**src/rtl/lsu_bus_master.sv**
```systemverilog
// Load/store engine: issues one req/ack data-bus transfer per memory op and stalls the core until it ends.
// Latency: accept cycle, then REQ until ack (or timeout), then a one-cycle DONE; misaligned ops skip REQ.
// Backpressure: stall holds the core while the op is accepted and in REQ; the bus throttles via busAck.
module lsu_bus_master #(
  parameter int unsigned TIMEOUT_CYCLES = 16,
  parameter int unsigned CNT_W          = 8
) (
  input  logic        clk,
  input  logic        nRst,
  input  logic        en,
  input  logic [5:0]  cuOP,
  input  logic [31:0] addr,
  input  logic [31:0] storeData,
  input  logic        busAck,
  input  logic [31:0] busRdata,
  output logic        busReq,
  output logic        busWen,
  output logic [31:0] busAddr,
  output logic [3:0]  busBe,
  output logic [31:0] busWdata,
  output logic [31:0] memload,
  output logic        stall,
  output logic        done,
  output logic        misaligned,
  output logic        timeout
);

  localparam logic [5:0] OP_LB  = 6'd10;
  localparam logic [5:0] OP_LH  = 6'd11;
  localparam logic [5:0] OP_LW  = 6'd12;
  localparam logic [5:0] OP_LBU = 6'd13;
  localparam logic [5:0] OP_LHU = 6'd14;
  localparam logic [5:0] OP_SB  = 6'd15;
  localparam logic [5:0] OP_SH  = 6'd16;
  localparam logic [5:0] OP_SW  = 6'd17;

  localparam logic [CNT_W-1:0] LP_TO    = CNT_W'(TIMEOUT_CYCLES);
  localparam bit               LP_TO_EN = (TIMEOUT_CYCLES != 0);

  typedef enum logic [1:0] {S_IDLE, S_REQ, S_DONE} state_t;

  state_t             r_state;
  state_t             w_state_nxt;
  logic [5:0]         r_op;
  logic [31:0]        r_addr;
  logic [31:0]        r_sdata;
  logic [CNT_W-1:0]   r_cnt;
  logic               r_mis;
  logic               r_to;
  logic [31:0]        r_memload;

  logic               w_mem_op;
  logic               w_misal;
  logic               w_accept;
  logic               w_ack_ok;
  logic               w_to_hit;
  logic [CNT_W-1:0]   w_cnt_inc;
  logic               w_is_store;
  logic [31:0]        w_load_val;

  assign w_mem_op   = (cuOP >= OP_LB) && (cuOP <= OP_SW);
  assign w_cnt_inc  = r_cnt + 1'b1;
  assign w_is_store = (r_op == OP_SB) || (r_op == OP_SH) || (r_op == OP_SW);

  // Alignment check on the incoming op; byte ops can never be misaligned.
  always_comb begin
    w_misal = 1'b0;
    case (cuOP)
      OP_LH, OP_LHU, OP_SH: w_misal = addr[0];
      OP_LW, OP_SW:         w_misal = |addr[1:0];
      default:              w_misal = 1'b0;
    endcase
  end

  // Next-state logic: accept in IDLE, wait for ack or timeout in REQ, single DONE cycle.
  always_comb begin
    w_state_nxt = r_state;
    w_accept    = 1'b0;
    w_ack_ok    = 1'b0;
    w_to_hit    = 1'b0;
    case (r_state)
      S_IDLE: begin
        if (en && w_mem_op) begin
          w_accept    = 1'b1;
          w_state_nxt = w_misal ? S_DONE : S_REQ;
        end
      end
      S_REQ: begin
        // An ack landing on the final allowed cycle still counts as success.
        if (busAck) begin
          w_ack_ok    = 1'b1;
          w_state_nxt = S_DONE;
        end else if (LP_TO_EN && (w_cnt_inc == LP_TO)) begin
          w_to_hit    = 1'b1;
          w_state_nxt = S_DONE;
        end
      end
      S_DONE:  w_state_nxt = S_IDLE;
      default: w_state_nxt = S_IDLE;
    endcase
  end

  // State register.
  always_ff @(posedge clk or negedge nRst) begin
    if (!nRst) r_state <= S_IDLE;
    else       r_state <= w_state_nxt;
  end

  // Latch the op on accept, run the REQ timeout counter, record completion flags.
  always_ff @(posedge clk or negedge nRst) begin
    if (!nRst) begin
      r_op    <= '0;
      r_addr  <= '0;
      r_sdata <= '0;
      r_cnt   <= '0;
      r_mis   <= 1'b0;
      r_to    <= 1'b0;
    end else if (w_accept) begin
      r_op    <= cuOP;
      r_addr  <= addr;
      r_sdata <= storeData;
      r_cnt   <= '0;
      r_mis   <= w_misal;
      r_to    <= 1'b0;
    end else if (r_state == S_REQ && !busAck) begin
      r_cnt <= w_cnt_inc;
      if (w_to_hit) r_to <= 1'b1;
    end
  end

  // Select the addressed byte/half from the read word, right-justified.
  always_comb begin
    w_load_val = busRdata;
    case (r_op)
      OP_LB, OP_LBU: w_load_val = {24'b0, busRdata[{r_addr[1:0], 3'b000} +: 8]};
      OP_LH, OP_LHU: w_load_val = {16'b0, busRdata[{r_addr[1], 4'b0000} +: 16]};
      default:       w_load_val = busRdata;
    endcase
  end

  // memload only changes on a successful load ack.
  always_ff @(posedge clk or negedge nRst) begin
    if (!nRst)                        r_memload <= '0;
    else if (w_ack_ok && !w_is_store) r_memload <= w_load_val;
  end

  // Bus byte enables and lane-replicated write data from the latched op.
  always_comb begin
    busBe    = 4'b0000;
    busWdata = 32'h0;
    case (r_op)
      OP_SB: begin
        busBe    = 4'b0001 << r_addr[1:0];
        busWdata = {4{r_sdata[7:0]}};
      end
      OP_SH: begin
        busBe    = 4'b0011 << {r_addr[1], 1'b0};
        busWdata = {2{r_sdata[15:0]}};
      end
      OP_SW: begin
        busBe    = 4'b1111;
        busWdata = r_sdata;
      end
      OP_LB, OP_LH, OP_LW, OP_LBU, OP_LHU: busBe = 4'b1111;
      default: busBe = 4'b0000;
    endcase
  end

  assign busReq     = (r_state == S_REQ);
  assign busWen     = w_is_store;
  assign busAddr    = {r_addr[31:2], 2'b00};
  assign memload    = r_memload;
  assign done       = (r_state == S_DONE);
  assign misaligned = (r_state == S_DONE) && r_mis;
  assign timeout    = (r_state == S_DONE) && r_to;
  // Reset also releases the pipeline even if en is still high from the old instruction.
  assign stall      = nRst && (((r_state == S_IDLE) && en && w_mem_op) || (r_state == S_REQ));

endmodule

```
**config.mk**
```make
export PLATFORM = sky130hd
export DESIGN_NAME = lsu_bus_master
export DESIGN_NICKNAME = d
export VERILOG_FILES = /design/src/rtl/lsu_bus_master.sv
export SDC_FILE = /design/constraint.sdc
export NUM_CORES = 1
export LEC_CHECK = 0
export BUFFER_PORTS_ARGS = -buffer_cell sky130_fd_sc_hd__buf_2
export CAP_MARGIN = 20
export CORE_ASPECT_RATIO = 1.1
export CORE_MARGIN = 5
export CORE_UTILIZATION = 54
export DETAILED_ROUTE_END_ITERATION = 8
export GPL_TIMING_DRIVEN = 0
export PLACE_DENSITY = 0.94
export SYNTH_ARGS = -nofsm -noshare
export SYNTH_HDL_FRONTEND = slang
export SYNTH_SLANG_ARGS = --single-unit
export TNS_END_PERCENT = 10
```
**constraint.sdc**
```tcl
create_clock -name clk -period 6.2 [get_ports clk]
set_input_delay 0.93 -clock clk [delete_from_list [all_inputs] [get_ports clk]]
set_output_delay 0.93 -clock clk [all_outputs]
set_load 0.1 [all_outputs]
```
==> results of run 1 <==
-- cell usage in the layout, fill, tap and decap left out, drive strengths merged, types with 2 or more instances in the layout --
cell,Yosys,layout
buf,56,266
dfrtp,114,114
mux2,66,66
nand2,44,44
clkbuf,9,29
o21ai,28,28
mux2i,26,26
a22o,25,25
nand2b,19,19
nor3,17,17
nor2,16,16
and2,13,13
a31oi,9,9
and3,9,9
a31o,8,8
o31a,8,8
a21oi,6,6
xor2,6,6
inv,5,6
nand4,5,5
clkinvlp,0,5
nand3,4,4
nor3b,4,4
and3b,3,3
bufinv,0,3
or2,3,3
xnor2,3,3
clkinv,0,3
or4b,2,2
nor2b,2,2
ha,2,2
conb,1,2
-- cells in the mapped netlist, drive strengths merged (4+ instances only) --
library cell  number  share of area [%]
buf               56                6.6
dfrtp            114                 48
and3               9               0.95
inv                5               0.32
clkbuf             9               0.59
a22o              25                3.7
nor2              16                1.2
xor2               6               0.88
o21ai             28                2.5
mux2i             26                4.4
nor3b              4               0.67
a21oi              6               0.51
nor3              17                1.4
a31o               8                1.2
mux2              66                 13
a31oi              9               0.95
nand4              5               0.53
and2              13                1.4
o31a               8                1.2
nand3              4               0.34
nand2b            19                2.0
nand2             44                2.8
-- layout make-up --
cell class | instances | area (µm²) | share of cell area [%]
multi-input combinational | 348 | 2643 | 33.77
clock buffer | 20 | 466.7 | 5.964
sequential | 114 | 2853 | 36.46
timing repair buffer | 210 | 1076 | 13.75
inverter | 5 | 18.77 | 0.2398
tap | 147 | 183.9 | 2.350
buffer | 65 | 429.2 | 5.484
clock inverter | 12 | 155.1 | 1.983
-- registers in the layout, summed over array words and instances (netlist names) --
register,cells
r_cnt,8
r_state,2
r_addr,32
r_mis,1
r_op,6
r_to,1
memload,32
r_sdata,32
-- cell families (layout without fill, tap and decap cells) --
logic type                 count (synthesis)  in the layout
xor gates and xnor gates                   9              9
muxes                                     92             92
AOI/OAI and AO/OA                         96             96
other                                      1              2
adders and majority gates                  2              2
buffers and inverters                     70            312
DFF                                      114            114
and+or+nand+nor                          147            147
-- per-layer routing --
metal / track usage (%) / vias to the layer above
li1: - / 2322
met1: 29.05 / 2511
met2: 46.28 / 251
met3: 5.810 / 45
met4: 8.885 / 0
met5: 0 / -
-- worst min-delay path by stage --
| stage | end | slack, ps | depth (start not counted) |
|---|---|---|---|
| global route | memload[26] | 510 | 1 |
| global placement | memload[10] | 460 | 2 |
| detailed placement | memload[11] | 480 | 2 |
| floorplan | r_to | 460 | 1 |
| CTS | memload[11] | 490 | 2 |
| finish | memload[11] | 490 | 2 |
-- power groups by stage --
stage	Clock, µW	Combinational [µW]	Sequential [µW]
after floorplan	0	1300	1790
after global placement	0	2320	1120
after detailed placement	0	2360	1150
after CTS	1020	2370	1140
after global routing	1060	2450	1160
final	1020	2360	1140
-- stage by stage --
stage	instances	total power, µW	util, %
finish	921	4519	72.05
global route	921	4671	72.05
CTS	921	4525	72.05
detailed placement	889	3503	66.32
global placement	888	3440	66.05
floorplan	532	3088	-
-- critical path, delay by kind of cell --
family | cells | cell delay [ps]
compound gates | 2 | 420
simple gates | 2 | 740
buf+inv | 3 | 900
==> summary.txt, run 1 <==
Timing
  – Setup TNS: 0 ps
  – Setup-failing EPs final: 0
  – Setup WS post-layout: 2281 ps
  – Least-Margin Pin Slew: 790.3 ps
  – RSZ-0062 raised after global routing: false
  – Max_slew headroom: 46.76%
  – Fin crit period: 3919 ps
  – Endpoints failing hold: 0
  – Peak Freq: 255.2 MHz
  – Crit share post-route: 63.21%
  – Final setup skew: 6.364 ps
  – Hold slack: 485.9 ps
  – Final number of max-transition violations: 0

Routing
  – Post-route ant nets: 0
  – Initial DRC count: 436
  – Met3 WL: 1292 µm
  – Routed WL per cell: 18.30 µm
  – Overall routed net length: 16,860 µm
  – DR top layer: met4
  – Vias: 5,129
  – Detail Route met2 WL: 9051 µm
  – Via-to-Cell Ratio: 5.569
  – Met1 Wirelength: 6095 µm
  – # DRC: 0
  – First-pass DRT Iterations: 5

Clock tree
  – Clk slew on worst S/H paths: 50 ps
  – Post-CTS Hold Fix Bufs: 0
  – Max H-tree Level: 4
  – Post_cts resized: 0
  – CTS Buf Count: 17
  – TritonCTS clock tree: built
  – Skew-Pair Late Insertion Delay: 410 ps
  – Max clock buf depth: 2
  – Post-CTS Setup Inserts: 0
  – CTS sink count: 114
  – CTS root buf: clkbuf_16

Cells and area
  – # fillers: 739
  – Post-route cell area: 7825 µm²
  – Nets: 869
  – Number of antenna diodes: 0
  – Area grow syn2layout: 31.75%
  – Proportion of layout cells with a drive suffix above 1: 49.48%

Setup path
  – Reg2reg path depth: 6
  – Worst-path maximum fanout: 10
  – Crit path from: cuOP[1]
  – R2R setup slack: 3830 ps
  – Worst path arrival time: 2990 ps
  – Crit-path slowest cell: or4b_1
  – CP Cell Sequence: buf_2 -> or4b_1 -> o21ai_2 -> nand2_2 -> buf_1 -> a21boi_0 -> buf_2
  – R2r endpoint: memload[5]
  – Setup crit end: stall
  – CP Class: input port to primary output
  – Max incr delay on CP: 570 ps
  – CP startpoint kind: input port
  – CP required: 5270 ps
  – Critical Path Sink Type: primary output
  – CP most frequent cell: buf_2
  – Reg2reg start: r_addr[1]

Logic synthesis
  – Asr flop ratio synth: 100.0%
  – Synthesized area per cell: 11.19 µm²
  – Post-synthesis cell type count: 60
  – #FFs+latches synth: 114
  – Compound-Gate Fraction of Synth Area: 11.92%
  – Seq/Total Area, Yosys: 48.03%
  – Synth Area in XOR/XNOR: 1.454%
  – Adder-Cell Fraction of Synth Area: 0.4213%
  – Number of flops mapped to enable cells by yosys: 0
  – Syn. warnings: 0
  – Post-Syn Instances: 531
  – Synthesized area: 5939 µm²
  – Top_reg_cell synth: dfrtp_1
  – Largest family of logic cells by synthesized area: multiplexers
  – Post-synthesis mux area share: 16.89%
  – Post-synthesis simple-gate area fraction: 13.67%

Die
  – Die area: 13,200 µm²
  – Starting Density: 54.69%
  – Row count: 40
  – Core area: 10,860 µm²
  – Die width: 110.0 µm
  – Die Height: 120.0 µm
  – I/O pin cnt: 212

Power
  – Cell internal pwr: 2160 µW
  – Leakage power: 0.003940 µW
  – Pwr Density: 577.5 nW/µm²
  – Clk pwr share: 22.5%
  – Logic pwr share: 52.3%
  – Sequential share of power: 25.2%
  – Sw Share: 52.20%
  – Maximum vdd drop: 0.3874 mV
  – NetSw: 2359 µW

Hold path
  – Worst hold path class: register to register
  – Hold path start: memload[11]

Flow run
  – MaxCap Viol Count: 0

Global routing
  – Largest net degree at the start of global routing: 67
  – Number of global-route vias before repair: 5,342
  – First-pass GRT wire length: 26,410 µm
  – Grt ovf: 0
  – Initial antenna violation count: 0
  – GR Util All Layers: 25.60%

Placement
  – DP Worst Slack: 2265 ps
  – Placed instance area: 7203 µm²
  – Hpwl dp: 12,690 µm
  – Gpl congestion: 0.8973
  – # port buffers: 209

Outcome
  – Outcome: completed
Power figures use the tool's default switching activity.
==> run 2, diff against run 1 <==
CORE_UTILIZATION = 50   (was 54)
PLACE_DENSITY = 0.88   (was 0.94)
clock period = 3.65 ns   (was 6.2 ns; I/O delays follow)
==> summary.txt, run 2 (synthesis gave the netlist of run 1 again) <==
Outcome
  – Outcome: completed (unchanged)

Setup path
  – Worst-path maximum fanout: 9 (was 10)
  – Reg2reg start: r_op[0] (was r_addr[1])
  – CP startpoint kind: register (was input port)
  – CP Cell Sequence: clkbuf_1 -> nand4_1 -> nor2_1 -> a22oi_1 -> o21ai_0 -> buf_2 (was buf_2 -> or4b_1 -> o21ai_2 -> nand2_2 -> buf_1 -> a21boi_0 -> buf_2)
  – CP required: 3100 ps (was 5270 ps)
  – R2R setup slack: 1410 ps (was 3830 ps)
  – Crit path from: r_op[0] (was cuOP[1])
  – CP delay by family, top: simple AND/OR/NAND/NOR gates (was buffers and inverters)
  – R2r endpoint: memload[6] (was memload[5])
  – Crit-path slowest cell: nor2_1 (was or4b_1)
  – Reg2reg path depth: 6 (unchanged)
  – Critical Path Sink Type: primary output (unchanged)
  – WP buf/inv: 2 (was 3)
  – Worst path arrival time: 2790 ps (was 2990 ps)
  – CP Class: register to primary output (was input port to primary output)
  – Max incr delay on CP: 640 ps (was 570 ps)

Clock tree
  – Skew-Pair Late Insertion Delay: 400 ps (was 410 ps)
  – Post_cts resized: 0 (unchanged)
  – CTS sink count: 114 (unchanged)
  – TritonCTS clock tree: built (unchanged)
  – Post-CTS Setup Inserts: 0 (unchanged)
  – Max H-tree Level: 4 (unchanged)
  – Post-CTS Hold Fix Bufs: 0 (unchanged)
  – CTS Buf Count: 17 (unchanged)
  – Clk slew on worst S/H paths: 50 ps (about the same)
  – CTS root buf: clkbuf_16 (unchanged)
  – Max clock buf depth: 2 (unchanged)

Global routing
  – Number of global-route vias before repair: 5,405 (was 5,342)
  – GR Util All Layers: 23.25% (was 25.60%)
  – Grt ovf: 0 (unchanged)
  – First-pass GRT wire length: 26,520 µm (was 26,410 µm)
  – Largest net degree at the start of global routing: 63 (was 67)
  – Initial antenna violation count: 3 (was 0)

Power
  – NetSw: 3982 µW (was 2359 µW)
  – Logic pwr share: 51.8% (was 52.3%)
  – Leakage power: 0.003950 µW (was 0.003940 µW)
  – Pwr Density: 982.3 nW/µm² (was 577.5 nW/µm²)
  – Pwr Total: 7720 µW (was 4519 µW)
  – Clk pwr share: 23.3% (was 22.5%)
  – Sw Share: 51.58% (was 52.20%)
  – Maximum vdd drop: 0.6831 mV (was 0.3874 mV)
  – Cell internal pwr: 3738 µW (was 2160 µW)
  – Sequential share of power: 24.9% (was 25.2%)

Placement
  – Hpwl dp: 12,680 µm (was 12,690 µm)
  – Gpl congestion: 0.8929 (was 0.8973)
  – # port buffers: 209 (unchanged)
  – # placed instances: 892 (was 889)
  – Placed instance area: 7207 µm² (was 7203 µm²)

Routing
  – Detail Route met2 WL: 8618 µm (was 9051 µm)
  – # DRC: 0 (unchanged)
  – Overall routed net length: 16,640 µm (was 16,860 µm)
  – Met3 WL: 1114 µm (was 1292 µm)
  – Post-route ant nets: 0 (unchanged)
  – Vias: 5,096 (was 5,129)
  – DR top layer: met5 (was met4)
  – Initial DRC count: 389 (was 436)
  – Met1 Wirelength: 6255 µm (was 6095 µm)
  – Routed WL per cell: 17.97 µm (was 18.30 µm)
  – First-pass DRT Iterations: 5 (unchanged)
  – Via-to-Cell Ratio: 5.503 (was 5.569)

Cells and area
  – Post-route cell area: 7859 µm² (was 7825 µm²)
  – Proportion of layout cells with a drive suffix above 1: 49.48% (unchanged)
  – Area grow syn2layout: 32.32% (was 31.75%)
  – Layout Utilization: 68.09% (was 72.05%)
  – Commonest cells after routing, fill and taps aside: buf_2, dfrtp_1, mux2_2 (unchanged)
  – # fillers: 868 (was 739)
  – Nets: 869 (unchanged)
  – Cell Count, Final, Fillers Out: 926 (was 921)
  – Most common cell after layout, fill and taps aside: buf_2 (unchanged)

Flow run
  – MaxCap Viol Count: 0 (unchanged)

Die
  – Core area: 11,540 µm² (was 10,860 µm²)
  – Die area: 14,160 µm² (was 13,200 µm²)
  – I/O pin cnt: 212 (unchanged)
  – Die width: 113.9 µm (was 110.0 µm)
  – Row count: 41 (was 40)
  – Die Height: 124.3 µm (was 120.0 µm)
  – Starting Density: 51.46% (was 54.69%)

Hold path
  – Worst hold path class: input port to async pin (was register to register)

Timing
  – Least-Margin Pin Slew: 858.7 ps (was 790.3 ps)
  – Endpoints failing hold: 0 (unchanged)
  – Fin crit period: 3337 ps
  – Final setup skew: 7.726 ps (was 6.364 ps)
  – Crit share post-route: 91.43%
  – Setup TNS: 0 ps (unchanged)
  – Max_slew headroom: 42.15% (was 46.76%)
  – RSZ-0062 raised after global routing: false (unchanged)
  – Setup-failing EPs final: 0 (unchanged)
  – Peak Freq: 299.6 MHz
  – Final number of max-transition violations: 0 (unchanged)
==> run 2: cell types whose count changed in the layout (fill, tap and decap cells not counted) <==
cell / previous run / this run
a21boi_0: 1 / 0
bufinv_16: 3 / 4
clkinv_2: 2 / 1
a21boi_1: 0 / 1
diode_2: 0 / 2
clkinv_4: 1 / 2
inv_6: 1 / 0
==> run 2: through the flow <==
| stage | hold WS (ps) | setup slack, ps |
|---|---|---|
| after floorplan | 251.9 | -519.5 |
| after global placement | 456.8 | -71.42 |
| after detailed placement | 472.1 | 524.3 |
| after CTS | 218.8 | 309.7 |
| after global routing | 257.4 | 99.24 |
| final | 201.6 | 312.7 |
==> run 2: worst max-delay path by stage <==
stage / endpoint / slack [ps] / depth (start not counted)
4_1_cts: busBe[3] / 310 / 6
5_1_grt: busBe[1] / 100 / 6
3_5_place_dp: stall / 520 / 7
2_1_floorplan: busWdata[24] / -520 / 6
6_report: busBe[3] / 310 / 6
3_3_place_gp: stall / -70 / 3
==> run 2: routing by layer <==
| layer | vias to the layer above | track usage [%] |
|---|---|---|
| met3 | 52 | 5.442 |
| li1 | 2324 | - |
| met1 | 2494 | 26.85 |
| met2 | 224 | 40.14 |
| met5 | - | 0 |
| met4 | 2 | 10.97 |
==> run 2: layout make-up <==
| class | instances | area, µm² | share of cell area (%) |
|---|---|---|---|
| sequential | 114 | 2853 | 36.30 |
| multi-input combinational | 348 | 2643 | 33.63 |
| timing repair buffer | 210 | 1076 | 13.69 |
| clock buffer | 20 | 466.7 | 5.939 |
| buffer | 65 | 429.2 | 5.461 |
| tap | 150 | 187.7 | 2.388 |
| clock inverter | 12 | 180.2 | 2.293 |
| inverter | 5 | 18.77 | 0.2388 |
| antenna | 2 | 5.005 | 0.06368 |
==> run 2: power groups by stage <==
stage	logic [µW]	registers, µW	clock network, µW
after floorplan	2200	3040	0
after global placement	3940	1900	0
after detailed placement	4000	1940	0
after CTS	4010	1920	1820
after global routing	4140	1970	1900
final	4000	1920	1800
==> run 3, diff against run 2 <==
CORE_UTILIZATION = 45   (was 50)
PLACE_DENSITY = 0.84   (was 0.88)
REMOVE_ABC_BUFFERS = 1   (was unset)
clock period = 3 ns   (was 3.65 ns; I/O delays follow)
==> summary.txt, run 3 (synthesis gave the netlist of run 1 again) <==
Global routing
  – Number of global-route vias before repair: 4,978 (was 5,405)
  – GR Util All Layers: 20.41% (was 23.25%)
  – Initial antenna violation count: 1 (was 3)
  – First-pass GRT wire length: 25,160 µm (was 26,520 µm)
  – Largest net degree at the start of global routing: 96 (was 63)
  – Grt ovf: 0 (unchanged)

Setup path
  – CP Cell Sequence: or4b_4 -> or2_4 -> nor2_4 -> a22o_1 -> buf_12 (was clkbuf_1 -> nand4_1 -> nor2_1 -> a22oi_1 -> o21ai_0 -> buf_2)
  – Crit-path slowest cell: or4b_4 (was nor2_1)
  – Critical Path Sink Type: primary output (unchanged)
  – WP buf/inv: 1 (was 2)
  – Max incr delay on CP: 610 ps (was 640 ps)
  – Worst-path maximum fanout: 10 (was 9)
  – CP required: 2550 ps (was 3100 ps)
  – CP Depth: 5 (was 6)
  – CP delay by family, top: simple AND/OR/NAND/NOR gates (unchanged)
  – Crit path from: r_op[2] (was r_op[0])
  – Worst path arrival time: 2540 ps (was 2790 ps)
  – CP Class: register to primary output (unchanged)
  – Setup crit end: busWdata[23] (was busBe[3])
  – Reg2reg start: r_op[0] (unchanged)
  – R2r endpoint: memload[22] (was memload[6])
  – R2R setup slack: 300 ps (was 1410 ps)
  – CP startpoint kind: register (unchanged)
  – Reg2reg path depth: 4 (was 6)

Clock tree
  – Max clock buf depth: 2 (unchanged)
  – Skew-Pair Late Insertion Delay: 410 ps (was 400 ps)
  – Clk slew on worst S/H paths: 50 ps (about the same)
  – TritonCTS clock tree: built (unchanged)
  – Max H-tree Level: 4 (unchanged)
  – CTS Buf Count: 17 (unchanged)
  – Post-CTS Setup Inserts: 0 (unchanged)
  – CTS sink count: 114 (unchanged)
  – CTS root buf: clkbuf_16 (unchanged)

Cells and area
  – Area grow syn2layout: 29.45% (was 32.32%)
  – Nets: 808 (was 869)
  – Commonest cells after routing, fill and taps aside: buf_2, dfrtp_1, mux2_2 (unchanged)
  – Proportion of layout cells with a drive suffix above 1: 47.33% (was 49.48%)
  – Most common cell after layout, fill and taps aside: buf_2 (unchanged)
  – Post-route cell area: 7689 µm² (was 7859 µm²)

Routing
  – First-pass DRT Iterations: 4 (was 5)
  – Vias: 4,792 (was 5,096)
  – Initial DRC count: 274 (was 389)
  – Routed WL per cell: 18.47 µm (was 17.97 µm)
  – Post-route ant nets: 0 (unchanged)
  – Via-to-Cell Ratio: 5.483 (was 5.503)
  – Overall routed net length: 16,140 µm (was 16,640 µm)
  – # DRC: 0 (unchanged)

Outcome
  – Outcome: completed (unchanged)

Power
  – Pwr Density: 1200 nW/µm² (was 982.3 nW/µm²)
  – Pwr Total: 9223 µW (was 7720 µW)
  – Maximum vdd drop: 0.8686 mV (was 0.6831 mV)
  – Leakage power: 0.003746 µW (was 0.003950 µW)

Placement
  – Gpl congestion: 0.8329 (was 0.8929)
  – Hpwl dp: 11,470 µm (was 12,680 µm)
  – # port buffers: 209 (unchanged)
  – Placed instance area: 6852 µm² (was 7207 µm²)

Flow run
  – MaxCap Viol Count: 0 (unchanged)

Die
  – Die Height: 130.5 µm (was 124.3 µm)
  – Die area: 15,600 µm² (was 14,160 µm²)
  – Core area: 13,100 µm² (was 11,540 µm²)
  – Starting Density: 45.33% (was 51.46%)
  – Die width: 119.5 µm (was 113.9 µm)
  – Row count: 44 (was 41)
  – I/O pin cnt: 212 (unchanged)

Timing
  – Crit share post-route: 99.56%
  – Max_slew headroom: 32.71% (was 42.15%)
  – Fin crit period: 2987 ps
  – Hold slack: 247.8 ps (was 201.6 ps)
  – Final number of max-transition violations: 0 (unchanged)
  – Setup-failing EPs final: 0 (unchanged)
  – Least-Margin Pin Slew: 1009 ps (was 858.7 ps)
  – Final setup skew: 5.606 ps (was 7.726 ps)
  – RSZ-0062 raised after global routing: true (was false)
  – Endpoints failing hold: 0 (unchanged)
  – Peak Freq: 334.8 MHz

Hold path
  – Worst hold path class: input port to register (was input port to async pin)
## run 3: power breakdown
part           internal, µW  switching, µW  leakage, µW
clock network          1390            742     0.000297
logic                   980           3670      0.00205
registers              2030            418      0.00140
total                  4390           4830      0.00375
## run 3: worst min-delay path by stage
stage | start | end | slack (ps) | cells past startpoint
final | cuOP[4] | r_op[3] | 250 | 2
after global placement | memload[11] | memload[11] | 460 | 2
after CTS | cuOP[4] | r_op[3] | 230 | 2
after detailed placement | nRst | r_sdata[22] | 310 | 1
after global routing | addr[7] | r_addr[7] | 250 | 2
after floorplan | nRst | memload[0] | 150 | 0
## run 3: layer usage
metal | vias to the layer above | global-route usage [%] | part of all wire [%]
li1 | 2214 | - | -
met5 | - | 0 | 0
met4 | 0 | 9.973 | 2.9
met1 | 2341 | 24.23 | 40
met2 | 204 | 33.61 | 49
met3 | 33 | 6.845 | 8.0
## run 3: layout make-up
class,count,area [µm²]
inverters,5,18.77
clock buffers,18,429.2
repair buffers,214,1289
diodes,1,2.502
well taps,161,201.4
flip-flops and latches,114,2859
clock inverters,13,185.2
multi-input cells,348,2704
fillers,1081,5414
## run 3: what timing repair did
action | 4_1_cts | 5_1_grt
setup endpoints to repair | 54 | 50
hold buffers | 1 | 0
hold endpoints to repair | 20 | 0
resized for setup | 33 | 28
pin swaps | 1 | 3
## run 3: stage by stage
step           setup TNS, ps  util, %  cells  setup WS (ps)
2_1_floorplan         -27230        -    467          -1260
3_3_place_gp          -59520    51.60    837          -1143
3_5_place_dp           -5856    52.29    841         -383.7
4_1_cts                    0    57.84    873          11.73
5_1_grt               -362.8    58.68    874         -74.75
6_report                   0    58.68    874          13.13
